## config.mk

```make
export PLATFORM = sky130hd
export DESIGN_NAME = toy_bus_rr_arb2ch_tracker
export DESIGN_NICKNAME = d
export VERILOG_FILES = /design/src/rtl/toy_bus_pkg.sv /design/src/rtl/toy_bus_outstd_cnt.sv /design/src/rtl/toy_bus_rr_arb2ch_tracker.sv
export SDC_FILE = /design/constraint.sdc
export NUM_CORES = 1
export LEC_CHECK = 0
export ABC_AREA = 0
export CAP_MARGIN = 25
export CORE_AREA = 2 2 773 775
export CTS_CLUSTER_SIZE = 20
export DETAILED_ROUTE_END_ITERATION = 10
export DIE_AREA = 0 0 775 777
export HOLD_SLACK_MARGIN = 0.06
export PLACE_DENSITY = 0.3
export SYNTH_ARGS = -nofsm -noshare
export SYNTH_HDL_FRONTEND = slang
export SYNTH_HIERARCHICAL = 1
export SYNTH_SLANG_ARGS = --single-unit
```

## constraint.sdc

```tcl
create_clock -name clk -period 3.4 [get_ports clk]
set_input_delay 0.51 -clock clk [delete_from_list [all_inputs] [get_ports clk]]
set_output_delay 0.51 -clock clk [all_outputs]
set_load 0.01 [all_outputs]
```

## src/rtl/toy_bus_pkg.sv

```systemverilog
// toy_bus_pkg: shared field widths, request/ack payload structs and the
// arbiter state encoding for the toy_bus request-channel arbiter.
package toy_bus_pkg;

   localparam int ADDR_W = 32;
   localparam int STRB_W = 32;
   localparam int DATA_W = 256;
   localparam int ID_W   = 4;
   localparam int SB_W   = 32;

   typedef struct packed {
      logic [ADDR_W-1:0] addr;
      logic [STRB_W-1:0] strb;
      logic [DATA_W-1:0] data;
      logic              opcode;
      logic [ID_W-1:0]   src_id;
      logic [ID_W-1:0]   tgt_id;
      logic [SB_W-1:0]   sideband;
   } toy_bus_req_t;

   typedef struct packed {
      logic              opcode;
      logic [DATA_W-1:0] data;
      logic [SB_W-1:0]   sideband;
      logic [ID_W-1:0]   src_id;
      logic [ID_W-1:0]   tgt_id;
   } toy_bus_ack_t;

   typedef enum logic {
      ARB_IDLE   = 1'b0,
      ARB_LOCKED = 1'b1
   } arb_state_e;

endpackage

```

## src/rtl/toy_bus_outstd_cnt.sv

```systemverilog
// toy_bus_outstd_cnt: per-input outstanding-transaction counter.
// Ports:
//   clk, rst_n  - clock, synchronous active-low reset
//   inc         - request handshake this cycle
//   dec         - ack handshake this cycle
//   count       - current outstanding count (0..MAX)
//   underflow   - one-cycle pulse, registered: dec seen while count was 0
module toy_bus_outstd_cnt
   import toy_bus_pkg::*;
#(
   parameter int MAX = 4,
   parameter int CW  = 3
) (
   input  logic          clk,
   input  logic          rst_n,
   input  logic          inc,
   input  logic          dec,
   output logic [CW-1:0] count,
   output logic          underflow
);

   always_ff @(posedge clk) begin
      if (!rst_n) begin
         count     <= '0;
         underflow <= 1'b0;
      end else begin
         underflow <= dec && (count == '0);
         if (inc && !dec) begin
            // eligibility upstream already prevents this; saturate anyway
            if (count < CW'(MAX)) count <= count + 1'b1;
         end else if (dec && !inc) begin
            if (count != '0) count <= count - 1'b1;
         end
      end
   end

endmodule

```

## src/rtl/toy_bus_rr_arb2ch_tracker.sv

```systemverilog
// toy_bus_rr_arb2ch_tracker: two-input round-robin arbiter for the toy_bus
// request channel with per-input outstanding tracking and ack routing.
// Ports:
//   clk, rst_n              - clock, synchronous active-low reset
//   in0_req_*, in1_req_*    - upstream request channels (vld/rdy + payload)
//   out0_req_*              - merged request channel toward the target
//   out0_ack_*              - ack channel from the target
//   in0_ack_*, in1_ack_*    - routed ack channels (payload broadcast)
//   in0_outstd, in1_outstd  - outstanding request counts
//   err_unmapped_ack        - pulse: ack tgt_id matched neither input, dropped
//   err_ack_underflow       - pulse: ack taken for an input with count 0
//
// state      | meaning
// ARB_IDLE   | no grant held; pick eligible input, rr_ptr preferred
// ARB_LOCKED | grant held on input g until its request handshakes
module toy_bus_rr_arb2ch_tracker
   import toy_bus_pkg::*;
#(
   parameter logic [ID_W-1:0] IN0_ID     = 4'd0,
   parameter logic [ID_W-1:0] IN1_ID     = 4'd1,
   parameter int              MAX_OUTSTD = 4,
   localparam int             CW         = $clog2(MAX_OUTSTD + 1)
) (
   input  logic              clk,
   input  logic              rst_n,
   input  logic              in0_req_vld,
   output logic              in0_req_rdy,
   input  logic [ADDR_W-1:0] in0_req_addr,
   input  logic [STRB_W-1:0] in0_req_strb,
   input  logic [DATA_W-1:0] in0_req_data,
   input  logic              in0_req_opcode,
   input  logic [ID_W-1:0]   in0_req_src_id,
   input  logic [ID_W-1:0]   in0_req_tgt_id,
   input  logic [SB_W-1:0]   in0_req_sideband,
   input  logic              in1_req_vld,
   output logic              in1_req_rdy,
   input  logic [ADDR_W-1:0] in1_req_addr,
   input  logic [STRB_W-1:0] in1_req_strb,
   input  logic [DATA_W-1:0] in1_req_data,
   input  logic              in1_req_opcode,
   input  logic [ID_W-1:0]   in1_req_src_id,
   input  logic [ID_W-1:0]   in1_req_tgt_id,
   input  logic [SB_W-1:0]   in1_req_sideband,
   output logic              out0_req_vld,
   input  logic              out0_req_rdy,
   output logic [ADDR_W-1:0] out0_req_addr,
   output logic [STRB_W-1:0] out0_req_strb,
   output logic [DATA_W-1:0] out0_req_data,
   output logic              out0_req_opcode,
   output logic [ID_W-1:0]   out0_req_src_id,
   output logic [ID_W-1:0]   out0_req_tgt_id,
   output logic [SB_W-1:0]   out0_req_sideband,
   input  logic              out0_ack_vld,
   output logic              out0_ack_rdy,
   input  logic              out0_ack_opcode,
   input  logic [DATA_W-1:0] out0_ack_data,
   input  logic [SB_W-1:0]   out0_ack_sideband,
   input  logic [ID_W-1:0]   out0_ack_src_id,
   input  logic [ID_W-1:0]   out0_ack_tgt_id,
   output logic              in0_ack_vld,
   input  logic              in0_ack_rdy,
   output logic              in0_ack_opcode,
   output logic [DATA_W-1:0] in0_ack_data,
   output logic [SB_W-1:0]   in0_ack_sideband,
   output logic [ID_W-1:0]   in0_ack_src_id,
   output logic [ID_W-1:0]   in0_ack_tgt_id,
   output logic              in1_ack_vld,
   input  logic              in1_ack_rdy,
   output logic              in1_ack_opcode,
   output logic [DATA_W-1:0] in1_ack_data,
   output logic [SB_W-1:0]   in1_ack_sideband,
   output logic [ID_W-1:0]   in1_ack_src_id,
   output logic [ID_W-1:0]   in1_ack_tgt_id,
   output logic [CW-1:0]     in0_outstd,
   output logic [CW-1:0]     in1_outstd,
   output logic              err_unmapped_ack,
   output logic              err_ack_underflow
);

   if (IN0_ID == IN1_ID) begin : g_bad_ids
      $error("toy_bus_rr_arb2ch_tracker: IN0_ID and IN1_ID must differ");
   end

   arb_state_e   state;
   logic         rr_ptr;
   logic         g;
   logic         elig0, elig1, any_elig;
   logic         sel;
   logic         req_hs0, req_hs1, ack_hs0, ack_hs1;
   logic         hit0, hit1;
   logic         uf0, uf1;
   toy_bus_req_t req0, req1, req_out;
   toy_bus_ack_t ack_in;

   assign req0 = '{in0_req_addr, in0_req_strb, in0_req_data, in0_req_opcode,
                   in0_req_src_id, in0_req_tgt_id, in0_req_sideband};
   assign req1 = '{in1_req_addr, in1_req_strb, in1_req_data, in1_req_opcode,
                   in1_req_src_id, in1_req_tgt_id, in1_req_sideband};

   assign elig0    = in0_req_vld && (in0_outstd < CW'(MAX_OUTSTD));
   assign elig1    = in1_req_vld && (in1_outstd < CW'(MAX_OUTSTD));
   assign any_elig = elig0 || elig1;

   // In IDLE the preferred input wins if eligible, otherwise the other one;
   // out0_req_vld is gated by any_elig so a blocked-only choice never shows.
   always_comb begin
      sel = 1'b0;
      if (state == ARB_LOCKED) sel = g;
      else if (rr_ptr)         sel = elig1 ? 1'b1 : 1'b0;
      else                     sel = elig0 ? 1'b0 : 1'b1;
   end

   assign req_out      = sel ? req1 : req0;
   assign out0_req_vld = (state == ARB_LOCKED) ? (g ? in1_req_vld : in0_req_vld) : any_elig;
   assign in0_req_rdy  = out0_req_rdy && !sel && ((state == ARB_LOCKED) || any_elig);
   assign in1_req_rdy  = out0_req_rdy &&  sel && ((state == ARB_LOCKED) || any_elig);

   assign {out0_req_addr, out0_req_strb, out0_req_data, out0_req_opcode,
           out0_req_src_id, out0_req_tgt_id, out0_req_sideband} = req_out;

   assign req_hs0 = in0_req_vld && in0_req_rdy;
   assign req_hs1 = in1_req_vld && in1_req_rdy;

   always_ff @(posedge clk) begin
      if (!rst_n) begin
         state  <= ARB_IDLE;
         rr_ptr <= 1'b0;
         g      <= 1'b0;
      end else begin
         case (state)
            ARB_IDLE: begin
               if (out0_req_vld) begin
                  if (out0_req_rdy) begin
                     rr_ptr <= ~sel;
                  end else begin
                     state <= ARB_LOCKED;
                     g     <= sel;
                  end
               end
            end
            ARB_LOCKED: begin
               if (out0_req_vld && out0_req_rdy) begin
                  state  <= ARB_IDLE;
                  rr_ptr <= ~g;
               end
            end
            default: state <= ARB_IDLE;
         endcase
      end
   end

   assert property (@(posedge clk) disable iff (!rst_n)
      (state == ARB_LOCKED) |-> (g ? in1_req_vld : in0_req_vld))
      else $error("toy_bus_rr_arb2ch_tracker: request vld dropped while locked");

   // Ack router: unmapped beats are swallowed so the target never stalls.
   assign hit0 = (out0_ack_tgt_id == IN0_ID);
   assign hit1 = (out0_ack_tgt_id == IN1_ID);

   assign in0_ack_vld  = out0_ack_vld && hit0;
   assign in1_ack_vld  = out0_ack_vld && hit1;
   assign out0_ack_rdy = hit0 ? in0_ack_rdy : (hit1 ? in1_ack_rdy : 1'b1);

   assign ack_in = '{out0_ack_opcode, out0_ack_data, out0_ack_sideband,
                     out0_ack_src_id, out0_ack_tgt_id};
   assign {in0_ack_opcode, in0_ack_data, in0_ack_sideband,
           in0_ack_src_id, in0_ack_tgt_id} = ack_in;
   assign {in1_ack_opcode, in1_ack_data, in1_ack_sideband,
           in1_ack_src_id, in1_ack_tgt_id} = ack_in;

   assign ack_hs0 = in0_ack_vld && in0_ack_rdy;
   assign ack_hs1 = in1_ack_vld && in1_ack_rdy;

   always_ff @(posedge clk) begin
      if (!rst_n) err_unmapped_ack <= 1'b0;
      else        err_unmapped_ack <= out0_ack_vld && !hit0 && !hit1;
   end

   toy_bus_outstd_cnt #(.MAX(MAX_OUTSTD), .CW(CW)) u_cnt0 (
      .clk       (clk),
      .rst_n     (rst_n),
      .inc       (req_hs0),
      .dec       (ack_hs0),
      .count     (in0_outstd),
      .underflow (uf0)
   );

   toy_bus_outstd_cnt #(.MAX(MAX_OUTSTD), .CW(CW)) u_cnt1 (
      .clk       (clk),
      .rst_n     (rst_n),
      .inc       (req_hs1),
      .dec       (ack_hs1),
      .count     (in1_outstd),
      .underflow (uf1)
   );

   assign err_ack_underflow = uf0 || uf1;

endmodule

```

==> results of run 1 <==
-- critical path: cells and delay by family --
family,cells,cell delay (ns)
simple gates,1,0.12
buf+inv,5,1.40
compound gates,1,0.31
mux,1,0.34
-- Yosys cell counts, types with 6 or more instances --
master	n	area share
o21ai_0	8	0.0040
buf_6	6	0.0068
buf_4	597	0.45
nor4_1	6	0.0038
inv_1	9	0.0034
mux2_2	54	0.061
nand2_1	6	0.0023
mux2_1	307	0.35
buf_8	30	0.046
nor3_1	7	0.0035
dfxtp_1	12	0.024
a21oi_1	10	0.0051
nor2_1	9	0.0034
-- what timing repair did --
action / in CTS / in global routing
gates resized for setup: 315 / 140
endpoints found under the setup margin: 336 / 236
pin swaps: 0 / 1
setup buffers: 36 / 12
cloned: 12 / 6
-- report_power, final --
| group | switching [µW] | leakage, µW | internal [µW] |
|---|---|---|---|
| Combinational | 2900 | 0.00827 | 2930 |
| Clock | 59.9 | 0.0000372 | 153 |
| Sequential | 5.15 | 0.0000994 | 145 |
-- layer usage --
metal / track usage / vias to the layer above
met5: 0.00956 / -
met4: 0.0422 / 116
met3: 0.182 / 685
met2: 0.171 / 2583
met1: 0.0863 / 5234
li1: - / 4349
-- stage by stage --
stage | util | setup TNS, ns | instance area, µm²
after floorplan | - | 0 | 9890
after global placement | 0.0456 | -110.39 | 27000
after detailed placement | 0.0456 | -76.93 | 27000
after CTS | 0.0475 | -2.51 | 28200
after global routing | 0.0484 | -1.10 | 28700
final | 0.0484 | 0 | 28700
-- sequential cells by signal, summed over array words and instances (netlist names), named ones only --
signal / count
err_unmapped_ack: 1
u_cnt1/count: 3
u_cnt0/count: 3
u_cnt0/underflow: 1
u_cnt1/underflow: 1
g: 1
rr_ptr: 1
-- logic make-up (layout without fill, tap and decap cells) --
family,Yosys count,count (layout),share of synthesized area
buffers and inverters,645,1241,0.515
muxes,363,363,0.413
and+or+nand+nor,49,49,0.0269
AOI/OAI and AO/OA,24,24,0.0140
DFF,12,12,0.0243
adders and majority gates,4,4,0.00658
other,0,44,0
-- final cells by class --
cell class	instances	area [µm²]	area share
Timing Repair Buffer	1229	13600	0.473
Tap cell	7837	9810	0.341
Multi-Input combinational cell	440	4870	0.170
Sequential cell	12	249	0.00866
Antenna cell	44	110	0.00383
Clock buffer	3	75.1	0.00261
Inverter	9	33.8	0.00118
-- how the worst min path moves through the flow --
stage	endpoint	depth (start not counted)
6_report	g	2
5_1_grt	g	2
4_1_cts	u_cnt0/underflow	1
3_5_place_dp	g	2
3_3_place_gp	rr_ptr	2
2_1_floorplan	rr_ptr	2
==> results.sh, run 1 <==
export IMPL_clkTransAtPathRegs_ns=0.04
export IMPL_synth_edf_count=0
export IMPL_slowest_delay_ns=0.49
export IMPL_dp_slack_ns=-0.481
export IMPL_layout_drive_gt1_share=0.298
export IMPL_grt_usage=0.122
export IMPL_tightest_slew_ns=0.838
export IMPL_final_cell_mix="clkdlybuf4s50_1 (775), mux2_1 (218), buf_4 (130)"
export IMPL_min_from="g"
export IMPL_die_x_um=775
export IMPL_syn_to_final_growth_pct=191
export IMPL_cts_inserted_buffers=3
export IMPL_cp_slowest_cell="clkdlybuf4s50_1"
export IMPL_synth_warnings=6
export IMPL_final_common_cell="clkdlybuf4s50_1"
export IMPL_firstDrtPassIters=7
export IMPL_yosys_most_used_dff="dfxtp_1"
export IMPL_worstSetupStartpointType="primary input"
export IMPL_period_needed_ns=3.28
export IMPL_crit_arrival_ns=2.77
export IMPL_leakagePower_uw=0.00840
export IMPL_first_iter_violations=513
export IMPL_grt_overflow=0
export IMPL_io_pins=1996
export IMPL_cts_tree="yes"
export IMPL_ant_nets=0
export IMPL_cts_root_buf="clkbuf_16"
export IMPL_die_area_um2=602000
export IMPL_wl_met1_mm=92.3
export IMPL_fin_cells=9574
export IMPL_min_path_type="reg -> reg"
export IMPL_dp_cells=9466
export IMPL_fin_nets=2726
export IMPL_endpoint="out0_req_sideband[12]"
export IMPL_insertion_delay_ns=0.24
export IMPL_ys_ff_latch=12
export IMPL_synth_cells=1097
export IMPL_syn_cell_area_um2=9890
export IMPL_start_util=0.0167
export IMPL_num_fill_cells=70161
export IMPL_reg2reg_to="u_cnt1/count[1]"
export IMPL_relSlewSlack=0.440
export IMPL_vias_per_cell=1.35
export IMPL_grt_pass1_wl_mm=415
export IMPL_first_global_vias=12634
export IMPL_htreeDepth=1
export IMPL_maxSlewViolCount=0
export IMPL_critPathCaptureType="output port"
export IMPL_maxCapViolCount=0
export IMPL_syn_nets=2128
export IMPL_top_layer="met5"
export IMPL_required_ns=2.89
export IMPL_finalClockSkew_ns=0.00186
export IMPL_grt_max_degree=28
export IMPL_io_buffers=1116
export IMPL_cp_max_fo=11
export IMPL_rsz0062_at_grt="yes"
export IMPL_drt_total_wl_mm=386
export IMPL_max_freq_ghz=0.305
export IMPL_vdd_ir_drop_max_mv=0.118
export IMPL_status="finished clean"
export IMPL_vias=12967
export IMPL_rr_worst_depth=12
export IMPL_rows=283
export IMPL_route_met3_wl_mm=125
export IMPL_regToRegSetupSlack_ns=0.30
export IMPL_routedWlPerCell_um=40.3
export IMPL_drc_errors=0
export IMPL_async_reset_ff_frac=0
export IMPL_clock_sinks=12
export IMPL_met2_wirelength_mm=149
export IMPL_gp_congestion=1.02
export IMPL_ys_types=29
export IMPL_ctsLongestPathBuffers=2
export IMPL_setup_viol=0
export IMPL_path_cells="buf_6 -> nor2b_4 -> a222oi_1 -> bufbuf_16 -> buf_12 -> buf_4 -> mux2_1 -> clkdlybuf4s50_1"
export IMPL_synth_avg_cell_area_um2=9.02
export IMPL_antenna_found_initial=299
export IMPL_hold_buffers=0
export IMPL_die_h_um=777
export IMPL_finalHoldViolations=0
export IMPL_whs_ns=0.533
export IMPL_worst_slack_ns=0.121
export IMPL_post_route_period_util=0.964
export IMPL_path_class="in -> out"
export IMPL_p_per_area_nw_per_um2=216
export IMPL_core_area_um2=593000
export IMPL_seq_area_frac_synth=0.0243
export IMPL_timing_critical_path_from="in0_req_vld"
export IMPL_dpl_hpwl_mm=369
export IMPL_fin_total_pwr_uw=6200
Note: power is estimated with default switching activity, not from simulation.
==> run 2: changes to the inputs <==
ABC_CLOCK_PERIOD_IN_PS = 3370   (was not set)
HOLD_SLACK_MARGIN = not set   (was 0.06)
clock period = 3.37 ns   (was 3.4 ns; I/O delays follow)
==> results.sh, run 2 (synthesized netlist as in run 1, its figures left out) <==
export IMPL_ant_nets=0
export IMPL_num_fill_cells=70191
export IMPL_clkTransAtPathRegs_ns=0.05
export IMPL_grt_pass1_wl_mm=418
export IMPL_tightest_slew_ns=0.730
export IMPL_dpl_hpwl_mm=372
export IMPL_period_needed_ns=3.26
export IMPL_firstDrtPassIters=4
export IMPL_finalClockSkew_ns=0.00504
export IMPL_path_class="in -> out"
export IMPL_hold_buffers=0
export IMPL_first_global_vias=12700
export IMPL_core_area_um2=593000
export IMPL_fin_total_pwr_uw=5970
export IMPL_vias_per_cell=1.35
export IMPL_fin_nets=2705
export IMPL_die_h_um=777
export IMPL_io_buffers=1116
export IMPL_ctsLongestPathBuffers=2
export IMPL_grt_usage=0.123
export IMPL_maxCapViolCount=0
export IMPL_insertion_delay_ns=0.24
export IMPL_status="finished clean"
export IMPL_min_path_type="reg -> reg"
export IMPL_worstSetupStartpointType="primary input"
export IMPL_io_pins=1996
export IMPL_cts_root_buf="clkbuf_16"
export IMPL_route_met3_wl_mm=126
export IMPL_dp_slack_ns=-0.646
export IMPL_first_iter_violations=584
export IMPL_met2_wirelength_mm=150
export IMPL_top_layer="met5"
export IMPL_required_ns=2.86
export IMPL_maxSlewViolCount=0
export IMPL_dp_cells=9460
export IMPL_post_route_period_util=0.968
export IMPL_gp_congestion=1.13
export IMPL_layout_drive_gt1_share=0.251
export IMPL_vdd_ir_drop_max_mv=0.147
export IMPL_final_common_cell="clkdlybuf4s50_1"
export IMPL_worst_slack_ns=0.108
export IMPL_clock_sinks=12
export IMPL_routedWlPerCell_um=40.6
export IMPL_relSlewSlack=0.512
export IMPL_grt_max_degree=26
export IMPL_reg_top3="u_cnt0/count: 3 flops, u_cnt1/count: 3 flops"
export IMPL_multi_input_area_um2=4650
export IMPL_setup_viol=0
export IMPL_cts_inserted_buffers=3
export IMPL_start_util=0.0167
export IMPL_rows=283
export IMPL_wl_met1_mm=92.3
export IMPL_syn_to_final_growth_pct=183
export IMPL_vias=12950
export IMPL_crit_arrival_ns=2.76
export IMPL_rr_worst_depth=15
export IMPL_leakagePower_uw=0.00790
export IMPL_die_area_um2=602000
export IMPL_fin_cells=9567
export IMPL_grt_overflow=0
export IMPL_cp_max_fo=6
export IMPL_drc_errors=0
export IMPL_max_freq_ghz=0.307
export IMPL_regArea_um2=246
export IMPL_antenna_found_initial=293
export IMPL_critPathCaptureType="output port"
export IMPL_drt_total_wl_mm=388
export IMPL_finalHoldViolations=0
export IMPL_holdPathStages=1
export IMPL_p_per_area_nw_per_um2=213
export IMPL_htreeDepth=1
export IMPL_rsz0062_at_grt="yes"
export IMPL_die_x_um=775
export IMPL_cts_tree="yes"
export IMPL_final_cell_mix="clkdlybuf4s50_1 (776), mux2_1 (269), buf_4 (162)"
==> run 2: changes by cell type in the layout (fill, tap and decap cells not counted), sizes merged <==
cell,before,now
diode,44,57
dlygate4sd2,66,89
clkbuf,20,7
clkdlybuf4s15,15,8
clkdlybuf4s50,775,776
bufbuf,3,1
buf,330,308
==> run 2: power by group <==
group | leakage [µW] | internal, µW | switching, µW
clock network | 0.0000445 | 180 | 69.8
logic | 0.00775 | 2700 | 2870
registers | 0.0000991 | 147 | 5.68
==> run 2: path summary, 6_finish.rpt <==
kind                                       from                end  slack [ns]
worst max register to register        flip-flop    u_cnt0/count[1]        0.25
worst min-delay path            u_cnt0/count[2]   u_cnt0/underflow        0.50
worst min register to register  u_cnt0/count[2]   u_cnt0/underflow        0.50
worst max-delay path                in0_req_vld  out0_req_data[64]        0.11
==> run 2: what timing repair did <==
| item | CTS | global route |
|---|---|---|
| gates resized for setup | 228 | 39 |
| pin swaps | 0 | 1 |
| setup buffers | 25 | 16 |
| endpoints found under the setup margin | 344 | 152 |
| cloned | 8 | 1 |
==> run 2: final cells by class <==
cell class | instances | share of cell area
clock buffers | 4 | 0.00317
repair buffers | 1208 | 0.466
flip-flops and latches | 12 | 0.00880
multi-input cells | 440 | 0.166
diodes | 57 | 0.00509
inverters | 9 | 0.00121
well taps | 7837 | 0.350
==> run 2: per-layer routing <==
layer	global-route usage	vias up
met3	0.184	712
met1	0.0854	5257
met5	0.00656	-
met2	0.172	2570
li1	-	4309
met4	0.0466	102
==> run 2: per-stage QoR <==
stage | utilization | setup TNS [ns] | area (µm²) | hold slack, ns
final | 0.0472 | 0 | 28000 | 0.503
after global routing | 0.0472 | -0.211 | 28000 | 0.529
after CTS | 0.0468 | 0 | 27700 | 0.557
after detailed placement | 0.0455 | -88.19 | 27000 | 0.546
after global placement | 0.0455 | -110.47 | 27000 | 0.523
after floorplan | - | 0 | 9890 | 0.501
==> run 2: worst max-delay path: stages <==
cell and delay [ns]:
buf_6 0.10, nor2b_4 0.12, a222oi_1 0.34, buf_4 0.20, buf_12 0.13, buf_16 0.16, buf_12 0.15, buf_12 0.10
buf_12 0.12, buf_16 0.12, mux2_4 0.36, buf_12 0.16
==> run 3: changes to the inputs <==
SLEW_MARGIN = 10   (was not set)
==> results of run 3 <==
The final DEF is identical to that of run 2; final timing and power are the same.
